File: src/rtl/uart_rx_pkg.sv
// Shared types and constants for the UART receiver control path.
`timescale 1ns/1ps
package uart_rx_pkg;

  typedef enum logic [2:0] {
    IDLE,
    START,
    DATA,
    PARITY,
    STOP,
    DONE
  } state_t;

  localparam int unsigned MIN_PRESCALE  = 8;
  localparam int unsigned SAMPLE_OFFSET = 2;

endpackage

File: src/rtl/uart_rx_fsm.sv
// UART receive control FSM: sequences counter, sampler, deserializer and the
// start/parity/stop checkers over one frame, then qualifies the frame.
`timescale 1ns/1ps
module uart_rx_fsm
  import uart_rx_pkg::*;
#(
  parameter int unsigned DATA_WIDTH    = 8,
  parameter int unsigned PRESCALE_BITS = 6,
  parameter int unsigned TX_BITS       = 4
) (
  input  logic                     CLK,
  input  logic                     RST,
  input  logic                     RX_IN,
  input  logic                     PAR_EN,
  input  logic [PRESCALE_BITS-1:0] prescale,
  input  logic [TX_BITS-1:0]       bit_cnt,
  input  logic [PRESCALE_BITS-1:0] edge_cnt,
  input  logic                     strt_glitch,
  input  logic                     par_err,
  input  logic                     stp_err,
  output logic                     cnt_en,
  output logic                     dat_samp_en,
  output logic                     deser_en,
  output logic                     strt_chk_en,
  output logic                     par_chk_en,
  output logic                     stp_chk_en,
  output logic                     data_valid,
  output logic                     parity_error,
  output logic                     framing_error,
  output logic                     busy
);

  localparam int unsigned CW = PRESCALE_BITS + 1;

  state_t        state;
  logic          par_flag;
  logic [CW-1:0] p_ext;
  logic [CW-1:0] edge_ext;
  logic [CW-1:0] samp_pt;
  logic [CW-1:0] bit_end;
  logic          at_samp;
  logic          at_end;
  logic          p_ok;
  logic          start_seen;
  logic          in_frame;

  // One extra bit keeps P/2+2 and P-1 free of wrap for any prescale value.
  assign p_ext      = {1'b0, prescale};
  assign edge_ext   = {1'b0, edge_cnt};
  assign samp_pt    = (p_ext >> 1) + CW'(SAMPLE_OFFSET);
  assign bit_end    = p_ext - CW'(1);
  assign at_samp    = (edge_ext == samp_pt);
  assign at_end     = (edge_ext == bit_end);
  assign p_ok       = (p_ext >= CW'(MIN_PRESCALE));
  assign start_seen = (state == IDLE) && !RX_IN && p_ok;

  always_comb begin
    in_frame    = 1'b0;
    cnt_en      = 1'b0;
    dat_samp_en = 1'b0;
    deser_en    = 1'b0;
    strt_chk_en = 1'b0;
    par_chk_en  = 1'b0;
    stp_chk_en  = 1'b0;
    busy        = 1'b0;
    in_frame    = (state == START) || (state == DATA) ||
                  (state == PARITY) || (state == STOP);
    cnt_en      = in_frame || start_seen;
    dat_samp_en = cnt_en;
    strt_chk_en = (state == START)  && at_samp;
    deser_en    = (state == DATA)   && at_samp;
    par_chk_en  = (state == PARITY) && at_samp;
    stp_chk_en  = (state == STOP)   && at_samp;
    busy        = (state != IDLE);
  end

  always_ff @(posedge CLK or posedge RST) begin
    if (RST) begin
      state         <= IDLE;
      par_flag      <= 1'b0;
      data_valid    <= 1'b0;
      parity_error  <= 1'b0;
      framing_error <= 1'b0;
    end else begin
      data_valid <= 1'b0;
      case (state)
        IDLE:   if (start_seen) state <= START;
        START:  if (at_end) state <= strt_glitch ? IDLE : DATA;
        DATA:   if (at_end && (bit_cnt == TX_BITS'(DATA_WIDTH)))
                  state <= PAR_EN ? PARITY : STOP;
        PARITY: if (at_end) begin
                  par_flag <= par_err;
                  state    <= STOP;
                end
        STOP:   if (at_end) state <= DONE;
        DONE: begin
          parity_error  <= par_flag;
          framing_error <= stp_err;
          data_valid    <= !par_flag && !stp_err;
          par_flag      <= 1'b0;
          state         <= IDLE;
        end
        default: state <= IDLE;
      endcase
    end
  end

endmodule

File: config.mk
export PLATFORM = sky130hd
export DESIGN_NAME = uart_rx_fsm
export DESIGN_NICKNAME = d
export VERILOG_FILES = /design/src/rtl/uart_rx_pkg.sv /design/src/rtl/uart_rx_fsm.sv
export SDC_FILE = /design/constraint.sdc
export NUM_CORES = 1
export LEC_CHECK = 0
export ABC_AREA = 1
export BUFFER_PORTS_ARGS = -buffer_cell sky130_fd_sc_hd__clkbuf_2
export CORE_AREA = 3 3 49 51
export DETAILED_ROUTE_END_ITERATION = 10
export DIE_AREA = 0 0 52 54
export PLACE_DENSITY = 0.74
export SYNTH_ARGS = -nofsm -noshare
export SYNTH_HDL_FRONTEND = slang
export SYNTH_SLANG_ARGS = --single-unit
File: constraint.sdc
create_clock -name CLK -period 2.24 [get_ports CLK]
set_clock_uncertainty 0.05 [all_clocks]
set_input_delay 0.224 -clock CLK [delete_from_list [all_inputs] [get_ports CLK]]
set_output_delay 0.224 -clock CLK [all_outputs]
set_load 0.03 [all_outputs]
; After elaboration in Yosys (flattened, before gate mapping)
; Cells that the tools add are included.
[totals]
regBits = 7
inputBits = 23
out_inout_bits = 10
wordCells = 52
[op_classes]
n_addsub = 2
n_lt_le_gt_ge = 1
eq_ne = 13
muxes = 11
n_reduce_logical = 20
[ops]
columns = op, count
row1 = 2-to-1 mux 3 bit, 6
row2 = case mux 3 bit (5 select lines), 1
row3 = logical AND 1 bit, 8
row4 = != test 2 bit (second input constant), 4
row5 = equality test 6 x 7 -> 1 bit, 1
row6 = subtractor 6 x 1 -> 7 bit (second input constant), 1
row7 = adder 5 x 2 -> 6 bit (second input constant), 1
row8 = equality test 3 x 2 -> 1 bit (second input constant), 2
row9 = equality test 3 bit (second input constant), 2
row10 = equality test 6 bit, 1
row11 = >= comparator 6 x 4 -> 1 bit (second input constant), 1
row12 = AND reduction 5 bit, 1
row13 = equality test 4 bit (second input constant), 1
row14 = logical OR 1 bit, 4
row15 = equality test 3 x 1 -> 1 bit (second input constant), 1
row16 = logical NOT 1 bit, 3
row17 = logical NOT 3 bit, 1
row18 = nonzero test 3 bit, 1
row19 = 2-to-1 mux 1 bit, 2
row20 = 2-to-1 mux 2 bit, 1
row21 = != test 2 x 1 -> 1 bit (second input constant), 1
row22 = case mux 1 bit (2 select lines), 1
row23 = AND reduction 2 bit, 1
row24 = nonzero test 2 bit, 1

; Logic depth before layout (Yosys ltp)
; Gate-level depths: netlist (run 1).
[logic_depth]
depth_word = 5
ltp_mapped = 14
depth_no_buf = 14

; Worst setup path after synthesis (run 1)
; No wires, ideal clock.
[synth_timing]
path_type = reg-to-output
start = register state[0]
end = output dat_samp_en
arrival_time_ns = 1.731
required_ns = 1.966
setup_slack_ns = 0.235
stages_incl_launch_ff = 8
path_buffers = 1
cell_sequence = dfrtp_1 -> nor2_1 -> inv_2 -> nor2_1 -> inv_1 -> a21oi_1 -> a21oi_1 -> buf_4
[synth_via]
elab_chain_len = 5
elab_cells_between_ends = 11
cone_classes = eq/ne (4) / reduce/logical (7)
[synth_lines]
columns = item, line
row1 = from (decl), uart_rx_fsm.sv:35  ; state_t state;
row2 = from (signal assigned), uart_rx_fsm.sv:88  ; START: if (at_end) state <= strt_glitch ? IDLE : DATA;
row3 = from (signal assigned), uart_rx_fsm.sv:90  ; state <= PAR_EN ? PARITY : STOP;
row4 = equality test 3 x 1 -> 1 bit or equality test 3 x 2 -> 1 bit (tied branches), uart_rx_fsm.sv:66  ; in_frame = (state == START) || (state == DATA) ||
row5 = logical OR 1 bit (2 in series), uart_rx_fsm.sv:66
row6 = logical OR 1 bit, uart_rx_fsm.sv:67  ; (state == PARITY) || (state == STOP);
row7 = logical OR 1 bit *, uart_rx_fsm.sv:68  ; cnt_en = in_frame || start_seen;
row8 = to (decl), uart_rx_fsm.sv:22  ; output logic dat_samp_en,
; Mark *: on every way between the ends. The rest lies on a longest branch, timed or not.

; Worst setup path in the final report (run 1)
[layout_timing]
start = input prescale[2]
end = output par_chk_en
[layout_via]
elab_chain_len = 3
[layout_lines]
columns = item, line
row1 = from (decl), uart_rx_fsm.sv:15  ; input logic [PRESCALE_BITS-1:0] prescale,
row2 = adder 5 x 2 -> 6 bit, uart_rx_fsm.sv:50  ; assign samp_pt = (p_ext >> 1) + CW'(SAMPLE_OFFSET);
row3 = equality test 6 bit, uart_rx_fsm.sv:52  ; assign at_samp = (edge_ext == samp_pt);
row4 = logical AND 1 bit, uart_rx_fsm.sv:72  ; par_chk_en = (state == PARITY) && at_samp;
row5 = to (decl), uart_rx_fsm.sv:25  ; output logic par_chk_en,
; Every way passes these cells.

==> reports/results.txt, run 1 <==
Fin crit period - 2.13 ns
Root buf cell - clkbuf_4
Worst setup slack after layout - 0.110 ns
Peak supply drop - 0.000571 V
Largest net degree at the start of global routing - 9
Synth Register Bits - 7
Final setup fails - 0
Placed cells - 211
Multiplexer share of the synthesized area - 1.19%
Syn Nets - 183
Drt first pass iters - 4
Most frequent cells in the layout - 43 x nand2_1, 32 x clkbuf_2, 24 x inv_1, 15 x nand3_1, 14 x nor2_1
# fillers - 196
Final period util - 95.1%
Adder-cell share of the synthesized area - 6.62%
Combinational share of power - 63.7%
Worst Path Required - 1.97 ns
Die width - 52 µm
Internal - 0.000426 W
Yosys warns - 0
Worst Hold Slack - 0.0898 ns
Total Routing Usage GR - 17.3%
Die height - 54 µm
Worst-Margin Slew - 0.389 ns
Pwr per Cell Area - 777 mW/mm²
Initial core utilization - 47.7%
Area post-placement - 0.00111 mm²
Clk sinks - 7
Compound-gate portion of the synthesized area - 6.49%
ANT cells - 0
Post-DRT Antenna Nets - 0
# IOs - 33
Worst min path class - input pin to flip-flop
First-pass GRT wire length - 3710 µm
Fin. Hold Viols - 0
CP Data Arrival Time - 1.86 ns
DP Wirelength - 1880 µm
Setup slack at placement - 0.176 ns
Post-synth ARST share - 100%
Synth Area in XOR/XNOR - 9.27%
RSZ-0062 raised after global routing - false
Count of cell types in the netlist - 24
Nets - 218
Critical path launch point type - input pin
Post-synth design cell area - 945 µm²
EDFF count, synth - 0
IO buf count - 32
Max-slew headroom - 74.1%
CORE AREA - 0.00198 mm²
H-Tree Depth - 1
TNS Setup - 0 ns
Via count - 1023
Sequential area share after synthesis - 18.5%
Clk_lat worst skew - 0.25 ns
Number of buffers created by CTS - 3
Final instance area - 0.00115 mm²
Slew Limit Fails - 0
Switching Share - 52.4%
Layout cell share with drive strength beyond 1 - 28.6%
WS Path Type - input pin to output port
Mean post-synth cell area - 6.09 µm²
Top cell type's share of synthesized area - 18.5%
Clock group share of total power - 13.1%
P_sw - 0.000469 W
Routability cong. - 0.787
WL/cell - 10.2 µm
Largest family of logic cells by synthesized area - simple AND/OR/NAND/NOR gates
F_max - 470 MHz
Commonest non-fill, non-tap cell in the layout - nand2_1
Flop pwr share - 23.2%
Area contributors post-synth - dfrtp_1 19%, nand2_1 17%, inv_1 9.5%
Crit-path max FO - 6
Leakage - 0.654 nW
CTS max path bufs - 2
Critical path endpoint category - output port
Top FF cell, synth - dfrtp_1
Area grow syn2layout - 21.9%
Cell taking the most area after synthesis - dfrtp_1
Synthesized netlist cell count - 155
Final std cells w/o fill - 216
Drt drc - 0
Row cnt - 16
Synth Area in Simple Gates - 43.0%
DRT Wirelength - 2200 µm
CTS tree - built
Initial antenna violation count - 0
Number of DRC markers in iteration 0 - 23
Multi-input logic area - 629 µm²
Vias in the first global route - 900
Die Area - 0.00281 mm²
Total gr overflow - 0
Max Cap Viol - 0
Clock transition at path regs - 0.05 ns
Status - finished, final reports clean
Vias per inst - 4.74
Register Area - 175 µm²
-- worst paths after layout --
path / cells past startpoint / slack (ns) / start / endpoint
worst max register to register: 8 / 0.75 / state[0] / state[1]
max in group asynchronous: 3 / 1.56 / RST / parity_error
worst max-delay path: 8 / 0.11 / prescale[2] / par_chk_en
min in group asynchronous: 3 / 0.37 / RST / data_valid
worst min-delay path: 2 / 0.09 / stp_err / data_valid
worst min register to register: 1 / 0.39 / par_flag / data_valid
-- Yosys cell counts (2+ instances only) --
master,count
a21oi_1,4
dfrtp_1,7
ha_1,5
inv_1,24
inv_2,6
nand2_1,43
nand2_2,6
nand3_1,15
nor2_1,14
nor2_2,2
nor2_4,2
nor3_1,3
nor4_1,2
o21ai_0,4
xnor2_1,5
xor2_1,5
-- stage by stage --
step,power (W),utilization (%)
6_report,0.000895,58.1
2_1_floorplan,0.000654,-
3_5_place_dp,0.000775,56.3
5_1_grt,0.000991,58.1
3_3_place_gp,0.000766,56.3
4_1_cts,0.000901,58.1
-- critical path, cell delays in order --
cell	delay (ns)
clkbuf_2	0.17
inv_1	0.11
ha_1	0.32
xor2_1	0.17
nor4_1	0.31
nand3_1	0.20
nor2_1	0.14
clkbuf_2	0.21
-- final cells by class --
type / count / area share [%]
clock buffers: 4 / 2.28
well taps: 27 / 2.93
inverters: 31 / 10.1
repair buffers: 33 / 14.8
multi-input cells: 114 / 54.7
flip-flops and latches: 7 / 15.2
-- sequential cells by signal (all words and copies together), names as in the netlist --
signal         flops
data_valid         1
framing_error      1
par_flag           1
parity_error       1
state              3
-- per-layer routing --
layer | routed length, µm | GRT usage, % | up-vias
li1 | - | - | 538
met1 | 986 | 23.1 | 448
met2 | 1080 | 28.0 | 33
met3 | 122 | 4.99 | 4
met4 | 17 | 3.06 | 0
met5 | 0 | 0 | -
-- kinds of logic after synthesis --
logic type,Yosys count
and+or+nand+nor,88
buffers and inverters,34
AOI/OAI and AO/OA,10
xor gates and xnor gates,10
DFF,7
adders and majority gates,5
muxes,1
-- power groups by stage --
stage               clock [W]  combinational (W)  sequential [W]
floorplan                   0           0.000427        0.000226
global placement            0           0.000559        0.000207
detailed placement          0           0.000566        0.000210
CTS                  0.000122           0.000572        0.000206
global route         0.000133           0.000646        0.000212
finish               0.000117           0.000570        0.000208
-- timing repair --
| action | 4_1_cts | 5_1_grt |
|---|---|---|
| endpoints found under the setup margin | 0 | 0 |
| setup buffers | 0 | 0 |
| hold buffers | 1 | 0 |
| resized for setup | 0 | 0 |
| endpoints found under the hold margin | 7 | 0 |
No activity file was read; power rests on OpenSTA's default activity.
==> run 2, diff against run 1 <==
ABC_AREA = unset   (was 1)
CORE_AREA = 3 3 46 48   (was 3 3 49 51)
DIE_AREA = 0 0 49 51   (was 0 0 52 54)
PLACE_DENSITY = 0.77   (was 0.74)
==> run 2 against run 1 <==
Effect of this change:
- combinational power is 18% lower
- global-route usage is 0.26 points lower
- critical path depth stayed put
- die area is 11% lower
- sequential power is 19% higher
- clock-buffer cell count stayed put
- core utilization is 2.6 points higher
- total power is 7.5% lower
- sequential cell count stayed put
- first-iteration DRC count is 61% lower
- critical path type unchanged
- critical endpoint unchanged
==> reports/results.txt, run 2 <==
Status - finished, final reports clean
Clk_lat worst skew - 0.25 ns (about the same)
Most frequent cells in the layout - 30 x clkbuf_2, 10 x inv_1, 10 x xnor2_1, 8 x nor2_1, 7 x dfrtp_1
Drt drc - 0 (unchanged)
ANT cells - 0 (unchanged)
Top cell type's share of synthesized area - 20.8% (+2.2 points)
Initial core utilization - 48.3% (+0.65 points)
DRT Wirelength - 1900 µm (-14%)
CORE AREA - 0.00175 mm² (-12%)
Layout cell share with drive strength beyond 1 - 34.6% (+6.0 points)
Worst min path class - input pin to flip-flop
Worst r2r src - state[1]
Max reg flops - 3 (unchanged)
Area grow syn2layout - 25.5%
Pwr per Cell Area - 782 mW/mm² (+0.54%)
Max-slew headroom - 77.2% (+3.1 points)
CP Cell Sequence - clkbuf_2, inv_1, ha_1, xor2_1, nor4_1, o21ai_1, nor3_1, buf_4
Worst-Margin Slew - 0.333 ns (-0.0558 ns)
CTS tree - built
TNS Setup - 0 ns (unchanged)
Peak supply drop - 0.000351 V (-39%)
Area contributors post-synth - dfrtp_1 21%, xnor2_1 10%, ha_1 7.4%
Die height - 51 µm (-5.6%)
Max Cap Viol - 0 (unchanged)
Post-CTS setup buffer count - 0 (unchanged)
CP endpoint - par_chk_en
Total gr overflow - 0 (unchanged)
Slew Limit Fails - 0 (unchanged)
Commonest non-fill, non-tap cell in the layout - clkbuf_2
H-Tree Depth - 1 (unchanged)
Worst path slowest cell - ha_1
First-pass GRT wire length - 3310 µm (-11%)
Biggest register - state
Total Routing Usage GR - 17.1% (-0.26 points)
Die width - 49 µm (-5.8%)
Post-synth ARST share - 100% (unchanged)
Crit path from - prescale[2]
Synth Register Bits - 7 (unchanged)
Final instance area - 0.00106 mm² (-8.0%)
Drt first pass iters - 5 (+1)
Top FF cell, synth - dfrtp_1
Crit-path max FO - 6 (unchanged)
Initial antenna violation count - 0 (unchanged)
WS Path Type - input pin to output port
RSZ-0062 raised after global routing - true
CTS max path bufs - 2 (unchanged)
Tot Pwr - 0.000827 W (-7.5%)
Number of DRC markers in iteration 0 - 9 (-61%)
Hold Path Depth - 2 (unchanged)
Sequential area share after synthesis - 20.8% (+2.2 points)
Critical path launch point type - input pin
Syn Nets - 132 (-28%)
CP Data Arrival Time - 1.83 ns (-0.03 ns)
Register Area - 175 µm² (unchanged)
Multi-input logic area - 613 µm² (-2.6%)
F_max - 476 MHz (+1.4%)
DP Wirelength - 1630 µm (-14%)
Vias in the first global route - 776 (-14%)
Row cnt - 15 (-1)
Synthesized netlist cell count - 104 (-33%)
Vias per inst - 5.16 (+8.9%)
R2R setup slack - 0.69 ns (-0.06 ns)
Final period util - 93.8% (-1.3 points)
Clk sinks - 7 (unchanged)
Die Area - 0.00250 mm² (-11%)
Post-synth design cell area - 843 µm² (-11%)
Critical path endpoint category - output port
Post-DRT Antenna Nets - 0 (unchanged)
Largest stage delay, worst path - 0.31 ns (about the same)
Root buf cell - clkbuf_4
Worst Hold Slack - 0.0951 ns (+0.00528 ns)
Number of buffers created by CTS - 3 (unchanged)
Largest net degree at the start of global routing - 12 (+3)
WL/cell - 11.8 µm (+16%)
# IOs - 33 (unchanged)
Nets - 165 (-24%)
Area post-placement - 0.00101 mm² (-9.2%)
EDFF count, synth - 0 (unchanged)
Yosys warns - 0 (unchanged)
Via count - 830 (-19%)
Leakage - 0.493 nW (-25%)
Clock transition at path regs - 0.05 ns (about the same)
Count of cell types in the netlist - 39 (+63%)
Worst Path Required - 1.97 ns (about the same)
IO buf count - 32 (unchanged)
Fin crit period - 2.10 ns (-0.0287 ns)
Reg2reg end - state[2]
R2R cell count - 5 (-3)
Final setup fails - 0 (unchanged)
Routability cong. - 0.823 (+4.5%)
Fin. Hold Viols - 0 (unchanged)
# fillers - 155 (-21%)
Synth cell count leaders - 10 x inv_1, 10 x xnor2_1, 8 x nor2_1, 7 x dfrtp_1, 6 x nand2_1
Cell taking the most area after synthesis - dfrtp_1
Mean post-synth cell area - 8.11 µm² (+33%)
-- run 2: cells by family (layout without fill, tap and decap cells) --
family | count (synthesis) | after routing | share of synthesized area, %
and+or+nand+nor | 40 | 40 | 26.4
adders and majority gates | 5 | 5 | 7.42
xor gates and xnor gates | 15 | 15 | 15.6
DFF | 7 | 7 | 20.8
buffers and inverters | 15 | 47 | 7.12
AOI/OAI and AO/OA | 21 | 21 | 21.4
muxes | 1 | 1 | 1.34
-- run 2: worst min-delay path by stage --
stage	startpoint	endpoint	slack, ns
3_5_place_dp	RST	state[1]	0.09
3_3_place_gp	RST	data_valid	0.08
5_1_grt	stp_err	data_valid	0.07
2_1_floorplan	RST	data_valid	-0.02
6_report	stp_err	data_valid	0.1
4_1_cts	stp_err	data_valid	0.09
-- run 2: critical path: cells and delay by family --
| family | cells | cell delay, ns |
|---|---|---|
| adders and majority gates | 1 | 0.31 |
| xor gates and xnor gates | 1 | 0.16 |
| buffers and inverters | 3 | 0.46 |
| AOI/OAI and AO/OA | 1 | 0.19 |
| and+or+nand+nor | 2 | 0.47 |
-- run 2: per-layer routing --
metal | global-route usage (%) | up-vias | routed length (µm)
met3 | 5.54 | 0 | 134
met2 | 32.8 | 40 | 1030
met4 | 4.27 | 0 | 0
met5 | 0 | - | 0
li1 | - | 418 | -
met1 | 17.9 | 372 | 733
-- run 2: area by class of cell --
class                           instances  area share, %
Multi-Input combinational cell         82           57.9
Sequential cell                         7           16.5
Timing Repair Buffer                   33           16.5
Inverter                               10           3.55
Tap cell                               25           2.96
Clock buffer                            4           2.48
-- run 2: power by group --
part	internal, W	switching (W)	total (W)
registers	0.000175	0.0000722	0.000248
clock network	0.0000678	0.0000445	0.000112
logic	0.000185	0.000282	0.000468
-- run 2: timing repair --
item                                    4_1_cts  5_1_grt
hold endpoints to repair                      7        0
endpoints found under the setup margin        0        2
resized for setup                             0        5
hold buffers                                  1        0
-- run 2: per-stage QoR --
stage	setup WS, ns	utilization [%]	instances
after floorplan	0.193	-	104
after global placement	0.180	58.0	156
after detailed placement	0.105	58.0	156
after CTS	0.104	60.1	161
after global routing	-0.0220	60.6	161
final	0.139	60.6	161
==> run 3, diff against run 2 <==
clock period = 2.7 ns   (was 2.24 ns; I/O delays follow)
==> run 3 against run 2 <==
Effect of this change:
- non-clock buffer count is the same
- register-to-register slack better by 0.48 ns
- cell count stayed put
- first-iteration DRC count up 44%
- core utilization shrank 0.57 points
- combinational power decreased by 18%
- clock-buffer cell count unchanged
- largest cell class unchanged
- largest power group unchanged
==> reports/results.txt, run 3 (synthesis gave the netlist of run 2 again) <==
R2R setup slack - 1.17 ns (+0.48 ns)
Clock transition at path regs - 0.05 ns (about the same)
Pwr per Cell Area - 649 mW/mm² (-17%)
RSZ-0062 raised after global routing - false
Status - finished, final reports clean
CP Cell Sequence - clkbuf_2, inv_1, ha_1, xor2_1, nor4_1, o21ai_1, nor3_1, clkbuf_2
Vias in the first global route - 776 (unchanged)
Biggest register - state
P_sw - 0.000325 W (-19%)
Slew Limit Fails - 0 (unchanged)
WL/cell - 11.6 µm (-1.7%)
Area grow syn2layout - 24.3%
Leakage - 0.490 nW (-0.58%)
Commonest non-fill, non-tap cell in the layout - clkbuf_2
Routability cong. - 0.823 (unchanged)
CORE AREA - 0.00175 mm² (unchanged)
Flop pwr share - 29.8% (about the same)
Fin crit period - 2.20 ns
Largest delay share family, worst path - buffers and inverters
Drt drc - 0 (unchanged)
Placed cells - 156 (unchanged)
Switching Share - 47.8% (-0.43 points)
# fillers - 155 (unchanged)
Most frequent cells in the layout - 32 x clkbuf_2, 10 x inv_1, 10 x xnor2_1, 8 x nor2_1, 7 x dfrtp_1
WS Path Type - input pin to output port
Combinational share of power - 56.4% (about the same)
CTS max path bufs - 2 (unchanged)
Post-CTS setup buffer count - 0 (unchanged)
Worst Path Required - 2.38 ns (+0.41 ns)
Die width - 49 µm (unchanged)
Clock group share of total power - 13.8% (+0.2 points)
CTS tree - built
Via count - 828 (-0.24%)
DP Wirelength - 1630 µm (unchanged)
Drt first pass iters - 4 (-1)
DRT Wirelength - 1870 µm (-1.7%)
Fin. Hold Viols - 0 (unchanged)
Number of DRC markers in iteration 0 - 13 (+4)
ANT cells - 0 (unchanged)
Tot Pwr - 0.000680 W (-18%)
Clk_lat worst skew - 0.25 ns (about the same)
Critical path launch point type - input pin
Peak supply drop - 0.000283 V (-19%)
Max-slew headroom - 77.2% (unchanged)
Area post-placement - 0.00101 mm² (unchanged)
Root buf cell - clkbuf_4
Vias per inst - 5.14 (-0.24%)
Total gr overflow - 0 (unchanged)
First-pass GRT wire length - 3310 µm (unchanged)
Final period util - 81.6%
Worst-Margin Slew - 0.333 ns (unchanged)
Die Area - 0.00250 mm² (unchanged)
Internal - 0.000355 W (-17%)
Worst Hold Slack - 0.145 ns (+0.0498 ns)
Number of buffers created by CTS - 3 (unchanged)
Total Routing Usage GR - 17.1% (unchanged)
Row cnt - 15 (unchanged)
CP most frequent cell - clkbuf_2
Clk sinks - 7 (unchanged)
Largest net degree at the start of global routing - 12 (unchanged)
Final instance area - 0.00105 mm² (-0.95%)
Max Cap Viol - 0 (unchanged)
Final std cells w/o fill - 161 (unchanged)
Critical path endpoint category - output port
Final setup fails - 0 (unchanged)
Worst path slowest cell - ha_1
Buf/Inv on CP - 3 (unchanged)
Initial antenna violation count - 0 (unchanged)
Die height - 51 µm (unchanged)
CP Data Arrival Time - 1.88 ns (+0.05 ns)
Largest stage delay, worst path - 0.31 ns (about the same)
F_max - 454 MHz
TNS Setup - 0 ns (unchanged)
Worst min path class - input pin to flip-flop
# IOs - 33 (unchanged)
Max reg flops - 3 (unchanged)
Crit-path max FO - 6 (unchanged)
Initial core utilization - 48.3% (unchanged)
Layout cell share with drive strength beyond 1 - 33.8% (-0.74 points)
Post-DRT Antenna Nets - 0 (unchanged)
Nets - 165 (unchanged)
H-Tree Depth - 1 (unchanged)
IO buf count - 32 (unchanged)
## run 3: changes by cell type in the layout (fill, tap and decap cells not counted), sizes merged
| cell | previous run | this run |
|---|---|---|
| buf | 2 | 0 |
| clkbuf | 34 | 36 |
## run 3: layer usage
layer  global-route usage [%]  vias up  routed length (µm)
met5                        0        -                   0
met4                     4.27        0                   0
met3                     5.54        0                 127
met2                     32.8       31                1020
met1                     17.9      377                 720
li1                         -      420                   -
## run 3: repair_timing
action	4_1_cts	5_1_grt
gates resized for setup	0	0
hold buffers	1	0
hold endpoints to repair	7	0
## run 3: path summary, 6_finish.rpt
| kind | depth (start not counted) | end | start |
|---|---|---|---|
| hold reg to reg | 1 | data_valid | par_flag |
| setup reg to reg | 5 | state[2] | state[2] |
| max in group asynchronous | 3 | state[2] | RST |
| min in group asynchronous | 3 | parity_error | RST |
| hold / removal | 2 | data_valid | stp_err |
| setup / recovery | 8 | par_chk_en | prescale[2] |
## run 3: stage by stage
stage | utilization [%] | setup slack (ns)
after global placement | 58.0 | 0.548
after floorplan | - | 0.561
after detailed placement | 58.0 | 0.473
after CTS | 60.1 | 0.472
final | 60.1 | 0.497
after global routing | 60.1 | 0.285
## run 3: cell type report
class                      count  area (µm²)  area share, %
multi-input combinational     82         608           58.0
inverter                      10        37.5           3.58
clock buffer                   4        26.3           2.51
timing repair buffer          33         170           16.2
tap                           25        31.3           2.98
sequential                     7         175           16.7
## run 3: power by group through the flow
stage	combinational (W)	clock [W]	sequential, W
5_1_grt	0.000423	0.000109	0.000211
3_5_place_dp	0.000385	0	0.000204
4_1_cts	0.000387	0.0000979	0.000202
2_1_floorplan	0.000302	0	0.000199
3_3_place_gp	0.000378	0	0.000202
6_report	0.000384	0.0000937	0.000203
